`src/rtl/dram_cmd_scheduler_if.sv`:
```
// Request/refresh/command bundle between the address-decode stage, the
// DDR4 command scheduler and the command bus.
interface dram_cmd_scheduler_if;
  logic        req_valid;
  logic        req_ready;
  logic [16:0] req_addr;
  logic [1:0]  req_bg;
  logic [1:0]  req_ba;
  logic        req_we;
  logic        ref_req;
  logic        ref_ack;
  logic        cmd_valid;
  logic [2:0]  cmd;
  logic [16:0] cmd_addr;
  logic [1:0]  cmd_bg;
  logic [1:0]  cmd_ba;

  modport master (
    output req_valid, req_addr, req_bg, req_ba, req_we, ref_req,
    input  req_ready, ref_ack, cmd_valid, cmd, cmd_addr, cmd_bg, cmd_ba
  );

  modport slave (
    input  req_valid, req_addr, req_bg, req_ba, req_we, ref_req,
    output req_ready, ref_ack, cmd_valid, cmd, cmd_addr, cmd_bg, cmd_ba
  );
endinterface

```
`src/rtl/dram_cmd_scheduler.sv`:
```
// Per-request DDR4 command sequencer: tracks open rows of 16 banks and issues
// PRE/ACT/RD/WR with tRP/tRCD spacing, plus PREA/REF refresh with tRFC.
module dram_cmd_scheduler #(
  parameter int ROW_BITS = 8,
  parameter int COL_BITS = 4,
  parameter int T_RP     = 3,
  parameter int T_RCD    = 3,
  parameter int T_RFC    = 8
) (
  input logic                  clk,
  input logic                  rst_n,
  dram_cmd_scheduler_if.slave  bus
);

  localparam logic [3:0] S_IDLE     = 4'd0;
  localparam logic [3:0] S_PRE      = 4'd1;
  localparam logic [3:0] S_WAIT_RP  = 4'd2;
  localparam logic [3:0] S_ACT      = 4'd3;
  localparam logic [3:0] S_WAIT_RCD = 4'd4;
  localparam logic [3:0] S_RW       = 4'd5;
  localparam logic [3:0] S_PREA     = 4'd6;
  localparam logic [3:0] S_WAIT_RPA = 4'd7;
  localparam logic [3:0] S_REF      = 4'd8;
  localparam logic [3:0] S_WAIT_RFC = 4'd9;

  localparam logic [2:0] C_NOP  = 3'b000;
  localparam logic [2:0] C_ACT  = 3'b001;
  localparam logic [2:0] C_RD   = 3'b010;
  localparam logic [2:0] C_WR   = 3'b011;
  localparam logic [2:0] C_PRE  = 3'b100;
  localparam logic [2:0] C_PREA = 3'b101;
  localparam logic [2:0] C_REF  = 3'b110;

  localparam int T_MAX0 = (T_RP > T_RCD) ? T_RP : T_RCD;
  localparam int T_MAX  = (T_MAX0 > T_RFC) ? T_MAX0 : T_RFC;
  localparam int CNT_W  = $clog2(T_MAX + 1);
  localparam logic [CNT_W-1:0] RP_LAST  = CNT_W'(T_RP - 1);
  localparam logic [CNT_W-1:0] RCD_LAST = CNT_W'(T_RCD - 1);
  localparam logic [CNT_W-1:0] RFC_LAST = CNT_W'(T_RFC - 1);
  localparam logic [CNT_W-1:0] CNT_ONE  = CNT_W'(1);

  logic [3:0]          state_q, state_d;
  logic [CNT_W-1:0]    cnt_q, cnt_d;
  logic [15:0]         open_q;
  logic [ROW_BITS-1:0] row_tbl_q [16];
  logic [ROW_BITS-1:0] row_q;
  logic [COL_BITS-1:0] col_q;
  logic [1:0]          bg_q, ba_q;
  logic                we_q;
  logic                ref_ack_q, ref_ack_d;
  logic                cmd_valid_q, cmd_valid_d;
  logic [2:0]          cmd_q, cmd_d;
  logic [16:0]         cmd_addr_q, cmd_addr_d;
  logic [1:0]          cmd_bg_q, cmd_bg_d, cmd_ba_q, cmd_ba_d;

  logic [3:0]          idx_in, idx_q;
  logic [ROW_BITS-1:0] req_row;
  logic                accept, ref_go;

  assign idx_in  = {bus.req_bg, bus.req_ba};
  assign idx_q   = {bg_q, ba_q};
  assign req_row = bus.req_addr[ROW_BITS+COL_BITS-1:COL_BITS];

  generate
    if (ROW_BITS + COL_BITS < 17) begin : g_pad
      logic unused_pad;
      assign unused_pad = ^bus.req_addr[16:ROW_BITS+COL_BITS];
    end
  endgenerate

  assign bus.req_ready = rst_n && (state_q == S_IDLE) && !bus.ref_req;
  assign accept        = bus.req_valid && bus.req_ready;
  // ref_req may still be high while the ack is on the bus; don't restart refresh.
  assign ref_go        = bus.ref_req && !ref_ack_q;

  always_comb begin
    state_d = state_q;
    cnt_d   = cnt_q;
    case (state_q)
      S_IDLE: begin
        if (ref_go)
          state_d = (|open_q) ? S_PREA : S_REF;
        else if (accept) begin
          if (!open_q[idx_in])                 state_d = S_ACT;
          else if (row_tbl_q[idx_in] == req_row) state_d = S_RW;
          else                                 state_d = S_PRE;
        end
      end
      S_PRE: begin
        cnt_d   = CNT_ONE;
        state_d = (T_RP == 1) ? S_ACT : S_WAIT_RP;
      end
      S_WAIT_RP:  if (cnt_q == RP_LAST) state_d = S_ACT; else cnt_d = cnt_q + 1'b1;
      S_ACT: begin
        cnt_d   = CNT_ONE;
        state_d = (T_RCD == 1) ? S_RW : S_WAIT_RCD;
      end
      S_WAIT_RCD: if (cnt_q == RCD_LAST) state_d = S_RW; else cnt_d = cnt_q + 1'b1;
      S_RW:       state_d = S_IDLE;
      S_PREA: begin
        cnt_d   = CNT_ONE;
        state_d = (T_RP == 1) ? S_REF : S_WAIT_RPA;
      end
      S_WAIT_RPA: if (cnt_q == RP_LAST) state_d = S_REF; else cnt_d = cnt_q + 1'b1;
      S_REF: begin
        cnt_d   = CNT_ONE;
        state_d = (T_RFC == 1) ? S_IDLE : S_WAIT_RFC;
      end
      S_WAIT_RFC: if (cnt_q == RFC_LAST) state_d = S_IDLE; else cnt_d = cnt_q + 1'b1;
      default:    state_d = S_IDLE;
    endcase
  end

  // The command bus shows, one cycle later, the command of the state just left.
  always_comb begin
    cmd_valid_d = 1'b0;
    cmd_d       = C_NOP;
    cmd_addr_d  = '0;
    cmd_bg_d    = '0;
    cmd_ba_d    = '0;
    case (state_q)
      S_ACT: begin
        cmd_valid_d = 1'b1;
        cmd_d       = C_ACT;
        cmd_addr_d  = 17'(row_q);
        cmd_bg_d    = bg_q;
        cmd_ba_d    = ba_q;
      end
      S_RW: begin
        cmd_valid_d = 1'b1;
        cmd_d       = we_q ? C_WR : C_RD;
        cmd_addr_d  = 17'(col_q);
        cmd_bg_d    = bg_q;
        cmd_ba_d    = ba_q;
      end
      S_PRE: begin
        cmd_valid_d = 1'b1;
        cmd_d       = C_PRE;
        cmd_bg_d    = bg_q;
        cmd_ba_d    = ba_q;
      end
      S_PREA: begin
        cmd_valid_d = 1'b1;
        cmd_d       = C_PREA;
      end
      S_REF: begin
        cmd_valid_d = 1'b1;
        cmd_d       = C_REF;
      end
      default: ;
    endcase
    ref_ack_d = ((state_q == S_WAIT_RFC) && (cnt_q == RFC_LAST)) ||
                ((state_q == S_REF) && (T_RFC == 1));
  end

  always_ff @(posedge clk or negedge rst_n) begin
    if (!rst_n) begin
      state_q     <= S_IDLE;
      cnt_q       <= '0;
      open_q      <= '0;
      ref_ack_q   <= 1'b0;
      cmd_valid_q <= 1'b0;
      cmd_q       <= C_NOP;
      cmd_addr_q  <= '0;
      cmd_bg_q    <= '0;
      cmd_ba_q    <= '0;
    end else begin
      state_q     <= state_d;
      cnt_q       <= cnt_d;
      ref_ack_q   <= ref_ack_d;
      cmd_valid_q <= cmd_valid_d;
      cmd_q       <= cmd_d;
      cmd_addr_q  <= cmd_addr_d;
      cmd_bg_q    <= cmd_bg_d;
      cmd_ba_q    <= cmd_ba_d;
      if (state_q == S_PREA)     open_q         <= '0;
      else if (state_q == S_PRE) open_q[idx_q]  <= 1'b0;
      else if (state_q == S_ACT) open_q[idx_q]  <= 1'b1;
    end
  end

  // Request fields and row contents are qualified by the FSM and open bits.
  always_ff @(posedge clk) begin
    if (accept) begin
      row_q <= req_row;
      col_q <= bus.req_addr[COL_BITS-1:0];
      bg_q  <= bus.req_bg;
      ba_q  <= bus.req_ba;
      we_q  <= bus.req_we;
    end
    if (state_q == S_ACT) row_tbl_q[idx_q] <= row_q;
  end

  assign bus.ref_ack   = ref_ack_q;
  assign bus.cmd_valid = cmd_valid_q;
  assign bus.cmd       = cmd_q;
  assign bus.cmd_addr  = cmd_addr_q;
  assign bus.cmd_bg    = cmd_bg_q;
  assign bus.cmd_ba    = cmd_ba_q;

endmodule

```
`src/flat_wrapper.sv`:
```
// flat-port wrapper written by rule: the top's interface ports become plain ports
module dram_cmd_scheduler_flat 
#(
  parameter int ROW_BITS = 8,
  parameter int COL_BITS = 4,
  parameter int T_RP     = 3,
  parameter int T_RCD    = 3,
  parameter int T_RFC    = 8
)
  (clk, rst_n, bus_req_valid, bus_req_addr, bus_req_bg, bus_req_ba, bus_req_we, bus_ref_req, bus_req_ready, bus_ref_ack, bus_cmd_valid, bus_cmd, bus_cmd_addr, bus_cmd_bg, bus_cmd_ba);
  dram_cmd_scheduler_if bus_i ();
  input logic clk;
  input logic rst_n;
  input wire logic [$bits(bus_i.req_valid)-1:0] bus_req_valid;
  input wire logic [$bits(bus_i.req_addr)-1:0] bus_req_addr;
  input wire logic [$bits(bus_i.req_bg)-1:0] bus_req_bg;
  input wire logic [$bits(bus_i.req_ba)-1:0] bus_req_ba;
  input wire logic [$bits(bus_i.req_we)-1:0] bus_req_we;
  input wire logic [$bits(bus_i.ref_req)-1:0] bus_ref_req;
  output wire logic [$bits(bus_i.req_ready)-1:0] bus_req_ready;
  output wire logic [$bits(bus_i.ref_ack)-1:0] bus_ref_ack;
  output wire logic [$bits(bus_i.cmd_valid)-1:0] bus_cmd_valid;
  output wire logic [$bits(bus_i.cmd)-1:0] bus_cmd;
  output wire logic [$bits(bus_i.cmd_addr)-1:0] bus_cmd_addr;
  output wire logic [$bits(bus_i.cmd_bg)-1:0] bus_cmd_bg;
  output wire logic [$bits(bus_i.cmd_ba)-1:0] bus_cmd_ba;
  assign bus_i.req_valid = bus_req_valid;
  assign bus_i.req_addr = bus_req_addr;
  assign bus_i.req_bg = bus_req_bg;
  assign bus_i.req_ba = bus_req_ba;
  assign bus_i.req_we = bus_req_we;
  assign bus_i.ref_req = bus_ref_req;
  assign bus_req_ready = bus_i.req_ready;
  assign bus_ref_ack = bus_i.ref_ack;
  assign bus_cmd_valid = bus_i.cmd_valid;
  assign bus_cmd = bus_i.cmd;
  assign bus_cmd_addr = bus_i.cmd_addr;
  assign bus_cmd_bg = bus_i.cmd_bg;
  assign bus_cmd_ba = bus_i.cmd_ba;
  dram_cmd_scheduler #(.ROW_BITS(ROW_BITS), .COL_BITS(COL_BITS), .T_RP(T_RP), .T_RCD(T_RCD), .T_RFC(T_RFC)) u_core (.clk(clk), .rst_n(rst_n), .bus(bus_i));
endmodule
```
`config.mk`:
```
export PLATFORM = sky130hd
export DESIGN_NAME = dram_cmd_scheduler_flat
export DESIGN_NICKNAME = d
export VERILOG_FILES = /design/src/rtl/dram_cmd_scheduler_if.sv /design/src/rtl/dram_cmd_scheduler.sv /design/src/flat_wrapper.sv
export SDC_FILE = /design/constraint.sdc
export NUM_CORES = 1
export LEC_CHECK = 0
export CELL_PAD_IN_SITES_DETAIL_PLACEMENT = 0
export CELL_PAD_IN_SITES_GLOBAL_PLACEMENT = 1
export CORE_UTILIZATION = 50
export CTS_CLUSTER_DIAMETER = 60
export DETAILED_ROUTE_END_ITERATION = 6
export PLACE_DENSITY_LB_ADDON = 0.1
export SETUP_SLACK_MARGIN = 0.15
export SKIP_LAST_GASP = 1
export SLEW_MARGIN = 20
export SYNTH_ARGS = -nofsm -noshare
export SYNTH_HDL_FRONTEND = slang
export SYNTH_SLANG_ARGS = --single-unit
```
`constraint.sdc`:
```
create_clock -name clk -period 2.55 [get_ports clk]
set_input_delay 0.255 -clock clk [delete_from_list [all_inputs] [get_ports clk]]
set_output_delay 0.255 -clock clk [all_outputs]
set_load 0.01 [all_outputs]
```
* Yosys cells after proc, flatten, opt, wreduce, memory -nomap -nowiden
Memory sizes are Yosys's and may differ from the RTL's.
Cells that the tools add are included.
** Word-level totals
- Logic and storage cells :: 87
- Flip-flop bits (word level) :: 58
- RAM bits :: 128
- Memories :: 1
- Input bits :: 26
- Output and inout bits :: 27
** Memory list
- u_core.row_tbl_q :: depth 16, bits a word 8, rd ports 1, clocked after Yosys merged registers in 0, write ports 1, RTL line dram_cmd_scheduler.sv:45 : logic [ROW_BITS-1:0] row_tbl_q [16];
** Operators by class
- Bitwise gates (word level) :: 3
- Mux-type cells :: 28
- $lt $le $gt $ge :: 3
- Reduce and logical (&&, ||, !) cells :: 18
- $add $sub $neg :: 1
- Equality and inequality tests :: 19
** Operator list (count)
- $mux 16 :: 3
- $mux 4 :: 10
- $pmux 4 s9 :: 1
- $eq 4x3->1 const B :: 5
- $and 16x16->16 :: 1
- $not 16->16 :: 1
- $or 16x16->16 :: 1
- $pmux 8 s2 :: 1
- $reduce_or 16->1 :: 1
- $pmux 3 s5 :: 1
- $eq 4x2->1 const B :: 3
- $pmux 4 s3 :: 1
- $lt 4x5->1 const B :: 2
- $eq 4x4->1 const B :: 2
- $eq 8x8->1 :: 1
- $ne 2x1->1 const B :: 4
- $logic_and 1x1->1 :: 6
- $mux 1 :: 6
- $reduce_bool 3->1 :: 2
- $reduce_or 3->1 :: 2
- $reduce_and 5->1 :: 1
- $reduce_or 5->1 :: 1
- $add 4x1->4 const B :: 1
- $bmux 1 s4 :: 1
- other kinds (11) :: 14

* Depth between registers and ports, before layout
Gate-level depths: netlist (run 1).
- Depth after elaboration :: 8
- Gate-level depth with buffers :: 10
- Mapped depth without buffers :: 9

* Least setup slack after synthesis (run 1)
OpenSTA, ideal clock, no wires.
- Kind :: register to register
- From :: register u_core.state_q[1]
- To :: memory u_core.row_tbl_q[3][0] (enable)
- Library setup time :: 0.383 ns
- Arrival time :: 1.985 ns
- Stages on the path, launching flop included :: 7
- Period minus slack after synthesis :: 2.369 ns
- Data required time :: 2.167 ns
- Path buffers :: 2
- Slack :: 0.181 ns
- Cell sequence :: dfrtp_1 > clkbuf_1 > clkbuf_1 > nand2_1 > nor2_1 > nand3_1 > nor3_1
** Between the ends
- Longest elaborated chain between the ends :: 3
** Ends and longest elaborated chain
- start: declaration :: RTL line dram_cmd_scheduler.sv:42 : logic [3:0] state_q, state_d;
- start signal: assignment :: RTL line dram_cmd_scheduler.sv:168 : state_q <= state_d;
- $eq 4x2->1 :: RTL line dram_cmd_scheduler.sv:191 : if (state_q == S_ACT) row_tbl_q[idx_q] <= row_q;
- $mux 1 :: RTL line dram_cmd_scheduler.sv:191
- $mux 1 (implied by the code) :: RTL line dram_cmd_scheduler.sv:191
- end: declaration :: RTL line dram_cmd_scheduler.sv:45
Every way passes these cells.

* Worst setup path after layout (run 1)
- From :: register u_core.cnt_q[0]
- To :: register u_core.state_q[2]
** Between the ends
- Longest elaborated chain between the ends :: 3
- Elaborated cells between the ends (all ways) :: 7
- Classes of those cells :: eq/ne (6); reduce/logical (1)
** Ends and longest elaborated chain
- start: declaration :: RTL line dram_cmd_scheduler.sv:43 : logic [CNT_W-1:0] cnt_q, cnt_d;
- start signal: assignment :: RTL line dram_cmd_scheduler.sv:169 : cnt_q <= cnt_d;
- $eq 4x3->1 / $eq 4x2->1 (equally long branches)
- $ne 2x1->1 (no line)
- $reduce_and 5->1 (no line) *
Mark *: on every way between the ends. The rest lies on a longest branch, timed or not.
A chain may end at the register's enable or synchronous reset.

==> results.json, run 1 <==
{
  "synth_seq_cells": 186,
  "synth-async-reset-ratio_pct": 22.0,
  "max_cap_violations": 0,
  "clock_path_buffers": 2,
  "first_iter_violations": 336,
  "synth_ff_type": "edfxtp_1",
  "crit_buf_inv": 1,
  "finalMaxSlewViolations": 0,
  "fill_cells": 1198,
  "critPathKind": "reg -> reg",
  "grt_util_all_layers_pct": 24.2,
  "synth_cell_type_count": 58,
  "hold_ws_ps": 221,
  "die_area_mm2": 0.0166,
  "path_max_fanout": 3,
  "worst_ep_required_time_ps": 2890,
  "cpMaxStageDelayCell": "dfrtp_1",
  "cts_tree": "built",
  "path_cells": "inv_1 > ha_1 > or3b_4 > a22oi_2 > and2_4 > o311ai_4 > a2111oi_4 > o211ai_1 > o31ai_2",
  "layout-drive-gt1-share_pct": 21.3,
  "cts_root_buf": "clkbuf_16",
  "grt_setup_unrepaired": "true",
  "vias": 4857,
  "grt_pass1_wl_mm": 28.1,
  "setup_viol": 0,
  "core_mm2": 0.0158,
  "worstSetupStartpointType": "flop",
  "fin_crit_sh_pct": 91.4,
  "die_h_um": 129,
  "first_global_vias": 4880,
  "syn_inst": 534,
  "synth_edf_count": 145,
  "antenna_found_initial": 0,
  "wl_per_cell_um": 21.7,
  "syn_avg_cell_area_um2": 15.1,
  "clock_latency_ps": 440,
  "netlist_top_cells_count": "edfxtp_1 (145), nand2_1 (45), dfrtp_1 (41)",
  "crit_path_end_kind": "flop",
  "routed_wl_mm": 18.5,
  "grt_max_degree": 35,
  "finClkSkew_ps": 13.2,
  "io_pins": 53,
  "synth.most_common_cell": "edfxtp_1",
  "clk_pin_slew_ps": 70,
  "hpwl_mm": 12.1,
  "firstDrtPassIters": 5,
  "crit_arrival_ps": 2680,
  "fin_util_pct": 60.9,
  "h-tree-depth": 4,
  "hold_class": "in -> async",
  "p_leak_nw": 3.49,
  "start_util_pct": 51.0,
  "routed_via_density": 5.71,
  "synth_seq_area_share_pct": 66.9,
  "diodes": 0,
  "fin_nets": 649,
  "finalWeightedCongestion": 0.842,
  "ys_warn_count": 0,
  "period_needed_ps": 2330,
  "worst_pin_slew_ps": 655,
  "hold_viol": 0,
  "slew_headroom_pct": 56.3,
  "portBuffers": 38,
  "cts.sinks": 186,
  "synth_area_leaders": "edfxtp_1 (54%), dfrtp_1 (13%), mux4_2 (5.3%)",
  "max_freq_ghz": 0.429,
  "areaGrowthSynthToFinish_pct": 19.4,
  "peakVddDrop_v": 0.000688,
  "numCtsBuffers": 17,
  "critPathTopFamily": "compound AO/OA/AOI/OAI gates",
  "p_per_area_mw_per_mm2": 906,
  "synth_top_area_cell": "edfxtp_1",
  "netlist_area_mm2": 0.00805,
  "grt-ovfl-total": 0,
  "drc": 0,
  "status": "complete, no violations",
  "die_w_um": 129,
  "core.rowCount": 46,
  "synth_top_cell_area_share_pct": 54.1,
  "slowest_delay_ps": 400,
  "ant_nets": 0
}
-- final cells by class --
cell class | count | area (µm²) | share of cell area (%)
Clock buffer | 17 | 425 | 4.43
Clock inverter | 15 | 178 | 1.85
Inverter | 4 | 15.0 | 0.156
Multi-Input combinational cell | 314 | 2470 | 25.7
Sequential cell | 186 | 5380 | 56.0
Tap cell | 216 | 270 | 2.81
Timing Repair Buffer | 98 | 867 | 9.03
-- path summary, 6_finish.rpt --
path / from / end / slack [ps] / cells after the start
max in group asynchronous: rst_n / u_core.state_q[1] / 1570 / 3
worst min-delay path: rst_n / u_core.bus.ref_ack / 220 / 2
worst min register to register: u_core.col_q[1] / u_core.bus.cmd_addr[1] / 540 / 2
worst max-delay path: u_core.cnt_q[0] / u_core.state_q[2] / 220 / 9
min in group clk: bus_req_ba[1] / u_core.ba_q[1] / 300 / 2
worst max register to register: u_core.cnt_q[0] / u_core.state_q[2] / 220 / 9
-- timing repair --
item / CTS / global route
gates cloned: 0 / 0
resized for setup: 4 / 3
pin swaps: 0 / 2
hold endpoints to repair: 7 / 0
setup endpoints to repair: 2 / 2
buffers inserted: 1 / 3
hold buffers: 1 / 0
-- cells in the final DEF (no fill, tap or decap), types with 8 or more instances in the layout --
cell type | synthesis | layout
mux2i_1 | 22 | 22
and2_1 | 10 | 9
buf_4 | 12 | 55
conb_1 | 1 | 9
mux4_2 | 19 | 19
edfxtp_1 | 145 | 145
clkbuf_16 | 0 | 17
nand2_1 | 45 | 45
mux2_2 | 12 | 12
o21ai_0 | 21 | 21
clkdlybuf4s50_1 | 0 | 34
nand3_1 | 10 | 10
nor2b_1 | 13 | 13
nor3_1 | 8 | 8
dfrtp_1 | 41 | 39
a22o_1 | 18 | 18
xnor2_1 | 9 | 9
a21oi_1 | 13 | 13
nor2_1 | 32 | 32
-- routing by layer --
metal	wire (µm)	GRT usage (%)
met3	1000	5.65
met2	9190	40.5
met4	391	8.93
met1	7880	30.9
met5	0	0
-- logic make-up after synthesis --
group	after synthesis	synth area share [%]
compound gates	89	8.01
other cells	1	0.0466
buf+inv	42	3.11
xor+xnor	15	1.63
flops	186	66.9
simple gates	139	8.34
fa+ha+maj	3	0.435
mux	59	11.6
-- through the flow --
stage | setup TNS [ps] | area [µm²] | total power [mW] | setup slack [ps] | instances
after floorplan | 0 | 8080 | 5.15 | 181 | 542
after global placement | -97.7 | 8940 | 5.89 | -59.5 | 813
after detailed placement | -165 | 8940 | 5.96 | -121 | 813
after CTS | 0 | 9570 | 8.65 | 154 | 847
after global routing | 0 | 9610 | 9.08 | 78.9 | 850
final | 0 | 9610 | 8.70 | 219 | 850
-- power by group --
group	total (mW)	switching (mW)	internal [mW]
clock	2.66	1.26	1.41
combinational	2.21	1.17	1.04
sequential	3.82	0.260	3.56
total	8.70	2.69	6.01
-- sequential cells by signal, indices dropped and copies added (netlist names) --
name	cells
u_core.row_tbl_q	128
u_core.open_q	16
u_core.bus.cmd_addr	8
u_core.row_q	8
u_core.cnt_q	4
u_core.col_q	4
u_core.state_q	4
u_core.bus.cmd	3
u_core.ba_q	2
u_core.bg_q	2
u_core.bus.cmd_ba	2
u_core.bus.cmd_bg	2
u_core.bus.cmd_valid	1
u_core.bus.ref_ack	1
u_core.we_q	1
Note: power is estimated with default switching activity, not from simulation.
==> inputs of run 2 (changes only) <==
--- a/config.mk
+++ b/config.mk
@@ -5,9 +5,7 @@
 export SDC_FILE = /design/constraint.sdc
 export NUM_CORES = 1
 export LEC_CHECK = 0
-export CELL_PAD_IN_SITES_DETAIL_PLACEMENT = 0
-export CELL_PAD_IN_SITES_GLOBAL_PLACEMENT = 1
-export CORE_UTILIZATION = 50
+export CORE_UTILIZATION = 53
 export CTS_CLUSTER_DIAMETER = 60
 export DETAILED_ROUTE_END_ITERATION = 6
 export PLACE_DENSITY_LB_ADDON = 0.1
==> results.json, run 2 (same netlist as run 1, synthesis figures left out) <==
{
  "first_global_vias": 4740,
  "ant_nets": 0,
  "final_common_cell": "edfxtp_1",
  "clk_pin_slew_ps": 70,
  "top_register": "u_core.row_tbl_q",
  "slew_headroom_pct": 60.1,
  "portBuffers": 38,
  "max_freq_ghz": 0.436,
  "core_mm2": 0.0147,
  "violations": "design-rule violations",
  "first_iter_violations": 474,
  "numCtsBuffers": 17,
  "p_leak_nw": 3.43,
  "grt-ovfl-total": 0,
  "p_per_area_mw_per_mm2": 904,
  "core.rowCount": 44,
  "peakVddDrop_v": 0.000634,
  "reg.largest.list": "u_core.row_tbl_q (128), u_core.open_q (16)",
  "crit_arrival_ps": 2650,
  "wl_per_cell_um": 22.0,
  "antenna_found_initial": 0,
  "layout-drive-gt1-share_pct": 20.4,
  "setup_viol": 0,
  "fin_crit_sh_pct": 90.0,
  "routed_wl_mm": 17.8,
  "routed_via_density": 5.98,
  "finalMaxSlewViolations": 0,
  "grt_pass1_wl_mm": 27.2,
  "clock_path_buffers": 2,
  "crit_path_end_kind": "flop",
  "rrSetupSlack_ps": 260,
  "power.total_mw": 8.56,
  "diodes": 0,
  "die_area_mm2": 0.0157,
  "hold_class": "in -> async",
  "drc": 16,
  "cts.sinks": 186,
  "max_cap_violations": 0,
  "io_pins": 53,
  "hold_viol": 0,
  "h-tree-depth": 4,
  "start_util_pct": 54.7,
  "worstSetupStartpointType": "flop",
  "clock_latency_ps": 450,
  "worst_ep_required_time_ps": 2910,
  "hpwl_mm": 11.8,
  "firstDrtPassIters": 7,
  "finalWeightedCongestion": 0.881,
  "path_max_fanout": 3,
  "cts_tree": "built",
  "die_w_um": 125,
  "largest_reg_flops": 128,
  "grt_setup_unrepaired": "false",
  "grt_max_degree": 33,
  "fin_util_pct": 64.4,
  "period_needed_ps": 2290,
  "layout_common_cells": "edfxtp_1 (145), nand2_1 (45), buf_4 (45)",
  "finClkSkew_ps": 15.9,
  "fin_cells": 807,
  "critPathKind": "reg -> reg",
  "die_h_um": 125,
  "placed_cells": 773,
  "areaGrowthSynthToFinish_pct": 17.7,
  "worst_pin_slew_ps": 598,
  "vias": 4824,
  "grt_util_all_layers_pct": 24.3,
  "fin_nets": 639,
  "status": "complete, but fails checks",
  "cts_root_buf": "clkbuf_16"
}
-- run 2: cell types whose count changed in the layout (fill, tap and decap cells not counted), sizes merged --
cell      before  now
buf           62   52
bufinv         1    0
clkinv         5    4
clkinvlp       2    1
inv           11   13
-- run 2: layout make-up --
cell class                      instances  area, µm²
Fill cell                            1070       5230
Inverter                                4       15.0
Clock buffer                           17        425
Timing Repair Buffer                   88        792
Multi-Input combinational cell        314       2480
Clock inverter                         14        151
Sequential cell                       186       5380
Tap cell                              184        230
-- run 2: path summary, 6_finish.rpt --
check	start	end	cells after the start
setup / recovery	u_core.cnt_q[0]	u_core.state_q[2]	9
hold / removal	rst_n	u_core.bus.cmd_addr[5]	2
setup reg to reg	u_core.cnt_q[0]	u_core.state_q[2]	9
hold reg to reg	u_core.col_q[1]	u_core.bus.cmd_addr[1]	2
max in group asynchronous	rst_n	u_core.state_q[2]	3
min in group clk	bus_req_addr[0]	u_core.col_q[0]	1
-- run 2: report_power, final --
group          switching [mW]  total, mW  internal (mW)  leakage (nW)
Combinational            1.12       2.13           1.01          1.30
Clock                    1.26       2.57           1.31         0.282
Sequential              0.298       3.86           3.56          1.85
-- run 2: critical path, cell delays in order (launching register included) --
cell and delay, ps:
dfrtp_1 420, inv_2 80, ha_1 140, or3b_4 400, a22oi_2 190, and2_4 190
o311ai_4 130, a2111oi_4 290, o211ai_1 140, o31ai_2 240
-- run 2: per-stage QoR --
stage / instance area (µm²) / setup TNS [ps] / worst slack (ps) / hold WS [ps]
finish: 9470 / 0 / 256 / 247
global route: 9470 / 0 / 145 / 261
CTS: 9450 / 0 / 183 / 257
detailed placement: 8840 / -149 / -121 / 132
global placement: 8840 / -69.8 / -49.1 / 124
floorplan: 8080 / 0 / 181 / -40.6
-- run 2: metal layers --
layer	routed length (µm)	up-vias	global-route usage [%]	share of wire, %
li1	-	2184	-	-
met1	7740	2446	31.1	44
met2	8850	164	40.2	50
met3	825	30	5.86	4.6
met4	358	0	9.54	2.0
met5	0	-	0	0
-- run 2: what timing repair did --
item,CTS,global route
setup buffers,0,2
resized for setup,7,3
hold endpoints to repair,9,0
pin swaps,0,2
endpoints found under the setup margin,2,1
hold buffers,1,0
